--- config.mk ---
export PLATFORM = sky130hd
export DESIGN_NAME = pipe_loopback_phy
export DESIGN_NICKNAME = d
export VERILOG_FILES = /design/src/rtl/pipe_phy_pkg.sv /design/src/rtl/pipe_lane_delay.sv /design/src/rtl/pipe_loopback_phy.sv
export SDC_FILE = /design/constraint.sdc
export NUM_CORES = 1
export LEC_CHECK = 0
export ABC_AREA = 1
export CAP_MARGIN = 15
export CORE_AREA = 3 3 546 548
export DETAILED_ROUTE_END_ITERATION = 12
export DIE_AREA = 0 0 549 551
export GPL_TIMING_DRIVEN = 1
export PLACE_DENSITY_LB_ADDON = 0.25
export SYNTH_ARGS = -nofsm -noshare
export SYNTH_HDL_FRONTEND = slang
export SYNTH_SLANG_ARGS = --single-unit
--- constraint.sdc ---
create_clock -name CLK -period 1.4 [get_ports CLK]
set_input_delay 0.28 -clock CLK [delete_from_list [all_inputs] [get_ports CLK]]
set_output_delay 0.28 -clock CLK [all_outputs]
set_load 0.05 [all_outputs]
--- src/rtl/pipe_phy_pkg.sv ---
// pipe_phy_pkg: shared handshake state, PowerDown codes and RxStatus codes for the PIPE loopback PHY.
// Contents: phy_state_e FSM encoding, P0..P2 PowerDown codes, RXSTAT_* status codes, lane_skew helper.
package pipe_phy_pkg;
  typedef enum logic [1:0] {ST_IDLE, ST_DETECT, ST_RATE, ST_PD_ACK} phy_state_e;
  localparam logic [3:0] P0  = 4'd0;
  localparam logic [3:0] P0S = 4'd1;
  localparam logic [3:0] P1  = 4'd2;
  localparam logic [3:0] P2  = 4'd3;
  localparam logic [2:0] RXSTAT_OK       = 3'b000;
  localparam logic [2:0] RXSTAT_DETECTED = 3'b011;
  function automatic int lane_skew(input int lane);
    return lane % 4;
  endfunction
endpackage

--- src/rtl/pipe_lane_delay.sv ---
// pipe_lane_delay: fixed-depth shift register carrying one lane's data, K flags, valid and idle.
// Ports: clk/rst_n (async active-low), data_i/k_i/valid_i/idle_i in, data_o/k_o/valid_o/idle_o after DEPTH cycles.
// Idle resets to 1 so a freshly reset lane reads as electrically idle.
module pipe_lane_delay
#(
  parameter int W     = 32,
  parameter int KW    = 4,
  parameter int DEPTH = 2
)
(
  input  logic          clk,
  input  logic          rst_n,
  input  logic [W-1:0]  data_i,
  input  logic [KW-1:0] k_i,
  input  logic          valid_i,
  input  logic          idle_i,
  output logic [W-1:0]  data_o,
  output logic [KW-1:0] k_o,
  output logic          valid_o,
  output logic          idle_o
);
  localparam int SW = W + KW + 2;
  localparam logic [SW-1:0] RST_VAL = SW'(1);
  logic [DEPTH-1:0][SW-1:0] pipe_q, pipe_d;
  always_comb begin
    pipe_d[0] = {data_i, k_i, valid_i, idle_i};
    for (int i = 1; i < DEPTH; i++) pipe_d[i] = pipe_q[i-1];
  end
  always_ff @(posedge clk or negedge rst_n)
    if (!rst_n) pipe_q <= {DEPTH{RST_VAL}};
    else        pipe_q <= pipe_d;
  assign {data_o, k_o, valid_o, idle_o} = pipe_q[DEPTH-1];
endmodule

--- src/rtl/pipe_loopback_phy.sv ---
// pipe_loopback_phy: PIPE PHY model looping TxData back to RxData and answering detect/rate/PowerDown handshakes.
// Ports: CLK, reset (async active-low); Tx* / PowerDown / Rate / rx_present in; Rx* / RxStatus / PhyStatus out.
// Build option PIPE_LANE_SKEW_EN: lane n gets (n mod 4) extra cycles of datapath delay.
module pipe_loopback_phy
  import pipe_phy_pkg::*;
#(
  parameter int LANESNUMBER   = 16,
  parameter int MAXPIPEWIDTH  = 32,
  parameter int LATENCY       = 2,
  parameter int DETECT_CYCLES = 10,
  parameter int RATE_CYCLES   = 8
)
(
  input  logic                                  CLK,
  input  logic                                  reset,
  input  logic [MAXPIPEWIDTH*LANESNUMBER-1:0]   TxData,
  input  logic [LANESNUMBER-1:0]                TxDataValid,
  input  logic [(MAXPIPEWIDTH/8)*LANESNUMBER-1:0] TxDataK,
  input  logic [LANESNUMBER-1:0]                TxElecIdle,
  input  logic [LANESNUMBER-1:0]                TxDetectRx_Loopback,
  input  logic [4*LANESNUMBER-1:0]              PowerDown,
  input  logic [3:0]                            Rate,
  input  logic [LANESNUMBER-1:0]                rx_present,
  output logic [MAXPIPEWIDTH*LANESNUMBER-1:0]   RxData,
  output logic [LANESNUMBER-1:0]                RxDataValid,
  output logic [(MAXPIPEWIDTH/8)*LANESNUMBER-1:0] RxDataK,
  output logic [LANESNUMBER-1:0]                RxValid,
  output logic [LANESNUMBER-1:0]                RxElectricalIdle,
  output logic [3*LANESNUMBER-1:0]              RxStatus,
  output logic [LANESNUMBER-1:0]                PhyStatus
);
  localparam int KW   = MAXPIPEWIDTH / 8;
  localparam int MAXC = DETECT_CYCLES > RATE_CYCLES ? DETECT_CYCLES : RATE_CYCLES;
  localparam int CW   = $clog2(MAXC) + 1;
  logic [LANESNUMBER-1:0] dly_valid, dly_idle;
  phy_state_e state_q, state_d;
  logic [CW-1:0] cnt_q, cnt_d;
  logic [3:0] cur_rate_q, cur_rate_d;
  logic [4*LANESNUMBER-1:0] cur_pd_q, cur_pd_d;
  logic [LANESNUMBER-1:0] det_prev_q, det_prev_d;
  logic det_pend_q, det_pend_d;
  logic [LANESNUMBER-1:0] phy_status_q, phy_status_d;
  logic [3*LANESNUMBER-1:0] rx_status_q, rx_status_d;
  logic det_edge, all_idle;
  for (genvar n = 0; n < LANESNUMBER; n++) begin : g_lane
`ifdef PIPE_LANE_SKEW_EN
    localparam int DEPTH = LATENCY + lane_skew(n);
`else
    localparam int DEPTH = LATENCY;
`endif
    pipe_lane_delay #(.W(MAXPIPEWIDTH), .KW(KW), .DEPTH(DEPTH)) u_dly (
      .clk     (CLK),
      .rst_n   (reset),
      .data_i  (TxData[n*MAXPIPEWIDTH +: MAXPIPEWIDTH]),
      .k_i     (TxDataK[n*KW +: KW]),
      .valid_i (TxDataValid[n]),
      .idle_i  (TxElecIdle[n]),
      .data_o  (RxData[n*MAXPIPEWIDTH +: MAXPIPEWIDTH]),
      .k_o     (RxDataK[n*KW +: KW]),
      .valid_o (dly_valid[n]),
      .idle_o  (dly_idle[n])
    );
  end
  assign RxDataValid      = dly_valid & rx_present;
  assign RxValid          = ~dly_idle & rx_present & {LANESNUMBER{state_q != ST_RATE}};
  assign RxElectricalIdle = dly_idle | ~rx_present;
  assign RxStatus         = rx_status_q;
  assign PhyStatus        = phy_status_q;
  assign det_edge = |(TxDetectRx_Loopback & ~det_prev_q);
  assign all_idle = &TxElecIdle;
  // Requests are compared against registered state, so anything not taken now is retried next IDLE cycle.
  always_comb begin
    state_d      = state_q;
    cnt_d        = cnt_q;
    cur_rate_d   = cur_rate_q;
    cur_pd_d     = cur_pd_q;
    det_prev_d   = TxDetectRx_Loopback;
    det_pend_d   = det_pend_q | (det_edge && state_q != ST_IDLE);
    phy_status_d = '0;
    rx_status_d  = '0;
    case (state_q)
      ST_IDLE:
        if ((det_edge || det_pend_q) && all_idle) begin
          state_d    = ST_DETECT;
          cnt_d      = CW'(DETECT_CYCLES - 1);
          det_pend_d = 1'b0;
        end else if (Rate != cur_rate_q) begin
          state_d = ST_RATE;
          cnt_d   = CW'(RATE_CYCLES - 1);
        end else if (PowerDown != cur_pd_q) begin
          state_d = ST_PD_ACK;
        end
      ST_DETECT:
        if (cnt_q == '0) begin
          phy_status_d = '1;
          for (int i = 0; i < LANESNUMBER; i++)
            rx_status_d[3*i +: 3] = rx_present[i] ? RXSTAT_DETECTED : RXSTAT_OK;
          state_d = ST_IDLE;
        end else begin
          cnt_d = cnt_q - CW'(1);
        end
      ST_RATE:
        if (cnt_q == '0) begin
          phy_status_d = '1;
          cur_rate_d   = Rate;
          state_d      = ST_IDLE;
        end else begin
          cnt_d = cnt_q - CW'(1);
        end
      default: begin
        for (int i = 0; i < LANESNUMBER; i++)
          phy_status_d[i] = PowerDown[4*i +: 4] != cur_pd_q[4*i +: 4];
        cur_pd_d = PowerDown;
        state_d  = ST_IDLE;
      end
    endcase
  end
  always_ff @(posedge CLK or negedge reset)
    if (!reset) begin
      state_q      <= ST_IDLE;
      cnt_q        <= '0;
      cur_rate_q   <= '0;
      cur_pd_q     <= {LANESNUMBER{P0}};
      det_prev_q   <= '0;
      det_pend_q   <= 1'b0;
      phy_status_q <= '1;
      rx_status_q  <= '0;
    end else begin
      state_q      <= state_d;
      cnt_q        <= cnt_d;
      cur_rate_q   <= cur_rate_d;
      cur_pd_q     <= cur_pd_d;
      det_prev_q   <= det_prev_d;
      det_pend_q   <= det_pend_d;
      phy_status_q <= phy_status_d;
      rx_status_q  <= rx_status_d;
    end
endmodule

==> flow_metrics.tcl, run 1 <==
set metrics [dict create \
    num_io_pins 1398 \
    synth_area_mm2 0.0372 \
    fin_util 0.265 \
    power-per-cell-area_mw_per_mm2 1410 \
    setup_viol 779 \
    vias 25867 \
    globalplace.congestion 0.799 \
    fmax_mhz 452 \
    drt-total-wl_um 184000 \
    crit_path_frequent_cell "buf_12" \
    failed_checks "negative setup slack" \
    clk_pin_slew_ns 0.05 \
    drt_first_iter_violations 1003 \
    cts_buffers 164 \
    final_common_cell "dfrtp_1" \
    critical_path_class "reg2out" \
    cpMaxStageDelayCell "dfrtp_1" \
    synth-simple-area-share 0.0494 \
    cts_tree "yes" \
    drtAntennaViolNets 0 \
    yosysSeqAreaShare 0.902 \
    final_area_mm2 0.0779 \
    cts_max_path_buffers 4 \
    dpl-instance-area_mm2 0.0643 \
    die_area_mm2 0.302 \
    htree_levels 4 \
    synth-compound-area-share 0.0135 \
    fin_worst_skew_ns 0.0310 \
    grt-ovfl-total 0 \
    initial_utilization 0.127 \
    die_y_um 551 \
    grt_pass1_vias 29155 \
    ys_seq_elements 1340 \
    r2r_setup_slack_ns -0.31 \
    holdPathEnd "g_lane[0].u_dly.pipe_d[46]$_DFF_PN0_" \
    crit_chain "inv_2, ha_4, buf_12, nor2_4, buf_12" \
    fin_crit_ns 2.21 \
    yosys-top-cells-area "dfrtp_1 87%, nand2_1 3.4%, dfstp_2 3.4%" \
    nFillCells 29802 \
    hold_viol 0 \
    crit_arrival_ns 1.93 \
    grt_pass1_wl_um 250000 \
    required_ns 1.12 \
    hold_depth 1 \
    yosys.area.top_type "dfrtp_1" \
    mostFrequentLayoutCells "1,256 x dfrtp_1, 708 x clkdlybuf4s50_1, 698 x buf_12" \
    fin_nets 5279 \
    outcome "finished with violations" \
    end_kind "output pin" \
    rows 199 \
    cts_root_buffer "clkbuf_16" \
    synth_cell_types 30 \
    startpoint_type "flop" \
    netlist.area_leader.share 0.868 \
    cts_sinks 1340 \
    regToRegStartpoint "state_q[1]$_DFFE_PN0P_" \
    multi_input_area_mm2 0.00315 \
    seq_area_mm2 0.0336 \
    wire_per_inst_um 21.3 \
    cpPeakStageDelay_ns 0.38 \
    drive_above_1_share 0.298 \
    hold_class "in2reg" \
    critPathBufInv 3 \
    first_pass_iters 5 \
    drc 0 \
    ys_warn_count 0 \
    ir_drop_mv 0.956 \
    numPortBuffers 1381 \
    finalPower_uw 110000 \
    crit_fanout 10 \
    timing.final.crit_share 1.58 \
    yosys-mux-area-fraction 0.000605 \
    insertion_delay_ns 0.81 \
    synth_xor_area_frac 0.00306 \
    p_leak_uw 0.0340 \
    crit_family "buffers and inverters" \
    antenna_found_initial 100 \
    synth_top_family_by_area "simple AND/OR/NAND/NOR gates" \
    hp-start "TxData[2]" \
    slew_viol_final 0 \
    track_usage 0.119 \
    rsz0062_at_grt "yes" \
    grt_max_degree 58 \
    syn_inst 2172 \
    area.growth.synth_to_final_pct 109 \
    yosys.area_share.adder 0.00202 \
    die_w_um 549 \
    r2r-end "cur_pd_q[18]$_DFFE_PN0N_" \
    fin_ws_ns -0.813 \
    synth.avg_cell_area_um2 17.1 \
    viasPerCell 3.00 \
    reg2reg_depth 9 \
    cap_violations 0 \
    core_area_mm2 0.294 \
    dp_hpwl_um 149000 \
]
timing repair:
action	CTS	global route
hold buffers	652	0
buffers inserted	9	10
gates cloned	12	1
setup endpoints to repair	733	780
hold endpoints to repair	1970	0
pin swaps	49	26
gates resized for setup	183	94
cell families after synthesis:
| family | Yosys count |
|---|---|
| flops | 1340 |
| simple gates | 464 |
| buf+inv | 253 |
| compound gates | 93 |
| xor+xnor | 13 |
| fa+ha+maj | 6 |
| mux | 2 |
| other cells | 1 |
layer usage:
metal,part of all wire,up-vias,track usage
li1,-,11395,-
met5,0.0013,-,0
met4,0.024,40,0.0300
met1,0.39,12944,0.138
met3,0.11,309,0.0556
met2,0.48,1179,0.198
per-stage QoR:
stage / setup TNS (ns) / worst slack [ns] / hold slack, ns / cells
6_report: -196.69 / -0.813 / 0.0764 / 8634
3_5_place_dp: -20.87 / -0.949 / 0.197 / 7634
4_1_cts: -274.82 / -0.950 / 0.00203 / 8603
5_1_grt: -278.17 / -0.947 / 0.00391 / 8624
3_3_place_gp: -19.92 / -0.888 / 0.201 / 7634
2_1_floorplan: -1.64 / -0.107 / -0.0156 / 2187
area by class of cell:
cell class / count / area share
timing repair buffer: 2261 / 0.380
multi-input combinational: 594 / 0.0404
antenna: 22 / 0.000707
tap: 3919 / 0.0630
clock inverter: 65 / 0.0134
sequential: 1340 / 0.432
clock buffer: 231 / 0.0608
inverter: 202 / 0.00993
registers in the layout (all words and copies together) (netlist names):
signal	count
g_lane.u_dly.pipe_d	608
g_lane.u_dly.data_o	512
cur_pd_q	64
g_lane.u_dly.k_o	64
PhyStatus	16
RxStatus	16
det_prev_q	16
g_lane.u_dly.idle_o	16
g_lane.u_dly.valid_o	16
cnt_q	5
cur_rate_q	4
state_q	2
det_pend_q	1
worst max path at each step:
stage / startpoint / endpoint / slack (ns) / cells past startpoint
finish: state_q[0]$_DFFE_PN0P_ / RxValid[13] / -0.81 / 5
global route: state_q[0]$_DFFE_PN0P_ / RxValid[7] / -0.95 / 5
CTS: state_q[0]$_DFFE_PN0P_ / RxValid[13] / -0.95 / 5
detailed placement: TxDetectRx_Loopback[6] / cnt_q[0]$_DFFE_PN0P_ / -0.95 / 11
global placement: TxDetectRx_Loopback[6] / cnt_q[4]$_DFFE_PN0P_ / -0.89 / 11
floorplan: g_lane[1].u_dly.idle_o$_DFF_PN1_ / RxValid[1] / -0.11 / 2
cell usage after synthesis:
cell / n
nand2_1: 339
inv_2: 1
o21ai_1: 2
o21bai_4: 1
clkbuf_1: 16
dfstp_2: 48
nand2_2: 1
o21bai_2: 1
buf_2: 2
o21ai_0: 79
nor3_1: 1
or2_2: 17
nand3_1: 6
nor2_1: 85
nor2_2: 8
ha_1: 6
mux2_2: 2
conb_1: 1
a31oi_1: 4
inv_1: 200
clkinv_1: 1
xnor2_1: 6
nand4_1: 5
buf_4: 33
dfrtp_1: 1292
nand3_2: 2
o21ai_2: 3
a21oi_1: 2
xor2_1: 7
o21a_1: 1
power by group:
part           leakage (µW)  switching, µW  internal [µW]
Combinational        0.0156          11000          10400
Sequential           0.0155           1880          41900
Clock               0.00281          17600          27300
No activity file was read; power rests on OpenSTA's default activity.
==> inputs of run 2 (changes only) <==
--- a/config.mk
+++ b/config.mk
@@ -8,6 +8,7 @@
 export ABC_AREA = 1
 export CAP_MARGIN = 15
 export CORE_AREA = 3 3 546 548
+export CTS_CLUSTER_DIAMETER = 150
 export DETAILED_ROUTE_END_ITERATION = 12
 export DIE_AREA = 0 0 549 551
 export GPL_TIMING_DRIVEN = 1
==> run 2 against run 1 <==
Against the previous run: the run still ends with negative setup slack left; via count decreased by 0.22%; first-iteration DRC count decreased by 1.2%; setup slack improved by 0.015 ns; combinational power about the same; die area unchanged; count of clock-buffer cells in the layout decreased by 1; power decreased by 0.18%; utilization decreased by 0.080 points; largest power group unchanged; highest routed layer unchanged.
==> flow_metrics.tcl, run 2 (same netlist as run 1, synthesis figures left out) <==
set metrics [dict create \
    cpMaxStageDelayCell "dfrtp_1" \
    final_common_cell "dfrtp_1" \
    htree_levels 4 \
    power.share.switching 0.277 \
    crit_fanout 10 \
    final_area_mm2 0.0777 \
    critPathBufInv 3 \
    die_w_um 549 \
    numPortBuffers 1381 \
    grt_pass1_wl_um 250000 \
    dp_hpwl_um 149000 \
    end_kind "output pin" \
    p_leak_uw 0.0339 \
    globalplace.congestion 0.799 \
    cap_violations 0 \
    fin_nets 5256 \
    drt-total-wl_um 185000 \
    core_area_mm2 0.294 \
    die_y_um 551 \
    rsz0062_at_grt "yes" \
    fmax_mhz 455 \
    critical_path_class "reg2out" \
    area.growth.synth_to_final_pct 109 \
    crit_chain "inv_2, ha_4, buf_12, nor2_4, buf_12" \
    pwr-share-comb 0.197 \
    drc 0 \
    drt_first_iter_violations 991 \
    required_ns 1.12 \
    setup_viol 779 \
    startpoint_type "flop" \
    crit_family "buffers and inverters" \
    internal-power_uw 79500 \
    drtAntennaViolNets 0 \
    insertion_delay_ns 0.80 \
    vias 25810 \
    mostFrequentLayoutCells "1,256 x dfrtp_1, 708 x clkdlybuf4s50_1, 693 x buf_12" \
    p_seq_frac 0.398 \
    slew_viol_final 0 \
    grt_pass1_vias 29097 \
    cts_tree "yes" \
    crit_path_frequent_cell "buf_12" \
    cpPeakStageDelay_ns 0.38 \
    finalPower_uw 110000 \
    outcome "finished with violations" \
    failed_checks "negative setup slack" \
    grt-ovfl-total 0 \
    clk_pin_slew_ns 0.05 \
    dpl-instance-area_mm2 0.0643 \
    largest_reg_flops 608 \
    cts_max_path_buffers 4 \
    drive_above_1_share 0.306 \
    placedCellCount 7634 \
    timing.final.crit_share 1.57 \
    crit_arrival_ns 1.92 \
    hold_viol 0 \
    grt_max_degree 58 \
    seq_area_mm2 0.0336 \
    cts_sinks 1340 \
    fin_crit_ns 2.20 \
    cts_buffers 164 \
    num_io_pins 1398 \
    p_clk_frac 0.405 \
    power.switching_uw 30500 \
    wire_per_inst_um 21.5 \
    initial_utilization 0.127 \
    hold_class "in2reg" \
    multi_input_area_mm2 0.00320 \
    power-per-cell-area_mw_per_mm2 1420 \
    first_pass_iters 5 \
    final_cells 8613 \
    fin_worst_skew_ns 0.0318 \
    antenna_found_initial 98 \
    fin_hold_ws_ns 0.0777 \
    nFillCells 29836 \
    die_area_mm2 0.302 \
    track_usage 0.119 \
    ir_drop_mv 0.910 \
    fin_util 0.265 \
    fin_ws_ns -0.798 \
    cts_root_buffer "clkbuf_16" \
    rows 199 \
    viasPerCell 3.00 \
]
-- run 2: cell count changes in the layout (fill, tap and decap cells not counted), sizes merged --
cell,previous run,this run
diode,22,24
dlygate4sd3,652,626
buf,900,901
clkinv,32,31
bufbuf,0,1
bufinv,19,18
inv,209,212
-- run 2: cell type report --
class / count / area share
diodes: 24 / 0.000773
clock buffers: 230 / 0.0610
clock inverters: 66 / 0.0126
inverters: 202 / 0.00996
multi-input cells: 594 / 0.0413
flip-flops and latches: 1340 / 0.433
well taps: 3919 / 0.0631
repair buffers: 2238 / 0.378
-- run 2: final timing paths --
path	from	slack [ns]	end	depth (start not counted)
max reg2reg	state_q[1]$_DFFE_PN0P_	-0.42	cur_pd_q[39]$_DFFE_PN0N_	10
min reg2reg	g_lane[5].u_dly.pipe_d[38]$_DFF_PN1_	0.34	g_lane[5].u_dly.idle_o$_DFF_PN1_	0
min in group asynchronous	reset	0.37	cur_rate_q[0]$_DFFE_PN0P_	3
max	state_q[0]$_DFFE_PN0P_	-0.80	RxValid[13]	5
max in group asynchronous	reset	0.20	g_lane[15].u_dly.pipe_d[72]$_DFF_PN0_	3
min	TxData[2]	0.08	g_lane[0].u_dly.pipe_d[46]$_DFF_PN0_	1
-- run 2: per-layer routing --
layer	routed length [µm]	vias up	track usage
met5	246	-	0
met4	4260	40	0.0290
met3	19400	299	0.0548
met2	89100	1178	0.199
met1	71900	12929	0.139
li1	-	11364	-
-- run 2: power by group through the flow --
stage                     Sequential, µW  Clock [µW]  Combinational, µW
after floorplan                    46900           0               4020
after global placement             44400           0              18300
after detailed placement           44500           0              18400
after CTS                          43800       46400              21400
after global routing               44100       47900              23200
final                              43800       44500              21700
-- run 2: stage by stage --
step / worst slack (ns) / TNS, ns
4_1_cts: -0.942 / -274.45
5_1_grt: -0.932 / -277.67
3_3_place_gp: -0.888 / -19.92
2_1_floorplan: -0.107 / -1.64
3_5_place_dp: -0.949 / -20.87
6_report: -0.798 / -196.65
-- run 2: timing repair --
item / in CTS / in global routing
resized for setup: 178 / 133
buffers inserted: 11 / 8
endpoints found under the hold margin: 1940 / 0
gates cloned: 13 / 3
setup endpoints to repair: 737 / 780
pin swaps: 49 / 57
hold buffers: 626 / 0
==> patch: new RTL, settings of run 2 <==
Build with the macro `PIPE_LANE_SKEW_EN` defined.
--- a/src/rtl/pipe_loopback_phy.sv
+++ b/src/rtl/pipe_loopback_phy.sv
@@ -3,2 +3,4 @@
 // Build option PIPE_LANE_SKEW_EN: lane n gets (n mod 4) extra cycles of datapath delay.
+`define PIPE_LANE_SKEW_EN
+
 module pipe_loopback_phy
Check against the original RTL: not equivalent (a bounded check fails within 4 cycles, from zero or initial values and one cycle with reset low).
==> patch against run 2 <==
  * The run still ends with setup timing left
  * First-iteration DRC count rose by 61%
  * Routed wire length rose by 1.1%
  * Final area rose by 33%
  * Via count rose by 27%
  * Area after synthesis rose by 61%
  * Global-route usage rose by 0.29 points
  * Sequential cell count rose by 912
  * Critical path depth fell by 1
  * Worst hold slack improved by 0.034 ns
  * Setup slack got worse by 0.035 ns
  * Power rose by 45%
  * Utilization rose by 8.8 points
==> patch: results (changes against run 2) <==
----------------------------------------------------
[Global route]
  Overall global routing resource usage ... 12.2% (+0.29 points)
  Number of antenna violations at the first check in global routing ... 73 (-26%)
  Via count of the first global-routing pass ... 36900 (+27%)
  Pin count of the biggest net entering global routing ... 82 (+41%)

[Placed design]
  Standard cell area after detailed placement ... 87100 um^2 (+35%)
  HPWL reported at the end of detailed placement ... 142000 um (-4.7%)

[Layout]
  Flip-flop count of the largest register, all copies and words added ... 1520 (+150%)
  Final cell utilization of the core ... 35.3% (+8.8 points)
  Fraction of final layout cells sized beyond drive strength 1 ... 26.9% (-3.7 points)
  Number of cells in the finished layout apart from fillers ... 9739 (+13%)

[Worst setup path]
  Flop2flop setup slack ... -0.33 ns (+0.09 ns)
  Highest fanout seen on the critical path ... 8 (-2)
  Destination of the worst register-to-register timing path ... cur_pd_q[23]
  Critical path destination ... RxValid[14]

[Run status]
  Result of the run ... finished with violations
  Failing checks ... setup timing

[Timing]
  Min setup slack post-route ... -0.833 ns (-0.0346 ns)
  Post-Route Hold Slack ... 0.112 ns (+0.0342 ns)
  Worst setup skew after layout ... 0.0438 ns (+0.0121 ns)
  Setup-failing EPs final ... 778 (-0.13%)

[Clock tree]
  Worst-skew pair later-pin latency ... 0.85 ns (+0.05 ns)
  Number of CTS-inserted buffers ... 244 (+49%)

[Yosys]
  Synth area leaders ... sky130_fd_sc_hd__dfrtp_1 (91%), sky130_fd_sc_hd__dfstp_2 (3.1%), sky130_fd_sc_hd__nand2_1 (2.1%), sky130_fd_sc_hd__inv_1 (1.2%), sky130_fd_sc_hd__o21ai_0 (0.66%)
  Number of instances in the synthesized netlist ... 3084 (+42%)
  XOR/XNOR Fraction of Synth Area ... 0.190% (-0.12 points)
  Share of synthesized area spent on multiplexers ... 0.0375% (-0.023 points)
  Sequential area share after synthesis ... 93.9% (+3.7 points)
  Leading post-synthesis cells by instance count ... sky130_fd_sc_hd__dfrtp_1 (2180), sky130_fd_sc_hd__nand2_1 (339), sky130_fd_sc_hd__inv_1 (200)

[Min path]
  Worst Hold Endpoint ... cur_pd_q[21]

[Route]
  Routed wire per std cell ... 19.2 um (-11%)
  First-pass iteration count of the detailed router ... 7 (+2)
  Via Count ... 32900 (+27%)
  Number of design-rule violations left by the first detailed-router iteration ... 1600 (+61%)

[Power]
  Sequential share of power ... 45.0% (+5.2 points)
  Worst ir drop on vdd ... 1.23 mV (+35%)

----------------------------------------------------
-- patch: per-layer routing --
metal  track usage (%)  up-vias  part of all wire, %
met1              15.1    16900                   40
li1                  -    14500                    -
met5                 0        -                 0.11
met3              4.24      316                  8.3
met4              3.45       32                  2.8
met2              20.3     1111                   49
-- patch: layout make-up --
type / count / share of cell area (%)
Sequential cell: 2252 / 54.6
Timing Repair Buffer: 2281 / 28.7
Clock buffer: 337 / 6.77
Tap cell: 3919 / 4.74
Multi-Input combinational cell: 594 / 2.89
Clock inverter: 114 / 1.49
Inverter: 202 / 0.735
Antenna cell: 40 / 0.0967
-- patch: repair_timing --
action / 4_1_cts / 5_1_grt
pin swaps: 58 / 37
hold endpoints to repair: 2779 / 0
buffers inserted: 16 / 7
gates resized for setup: 198 / 65
gates cloned: 6 / 1
setup endpoints to repair: 699 / 779
hold buffers: 692 / 0
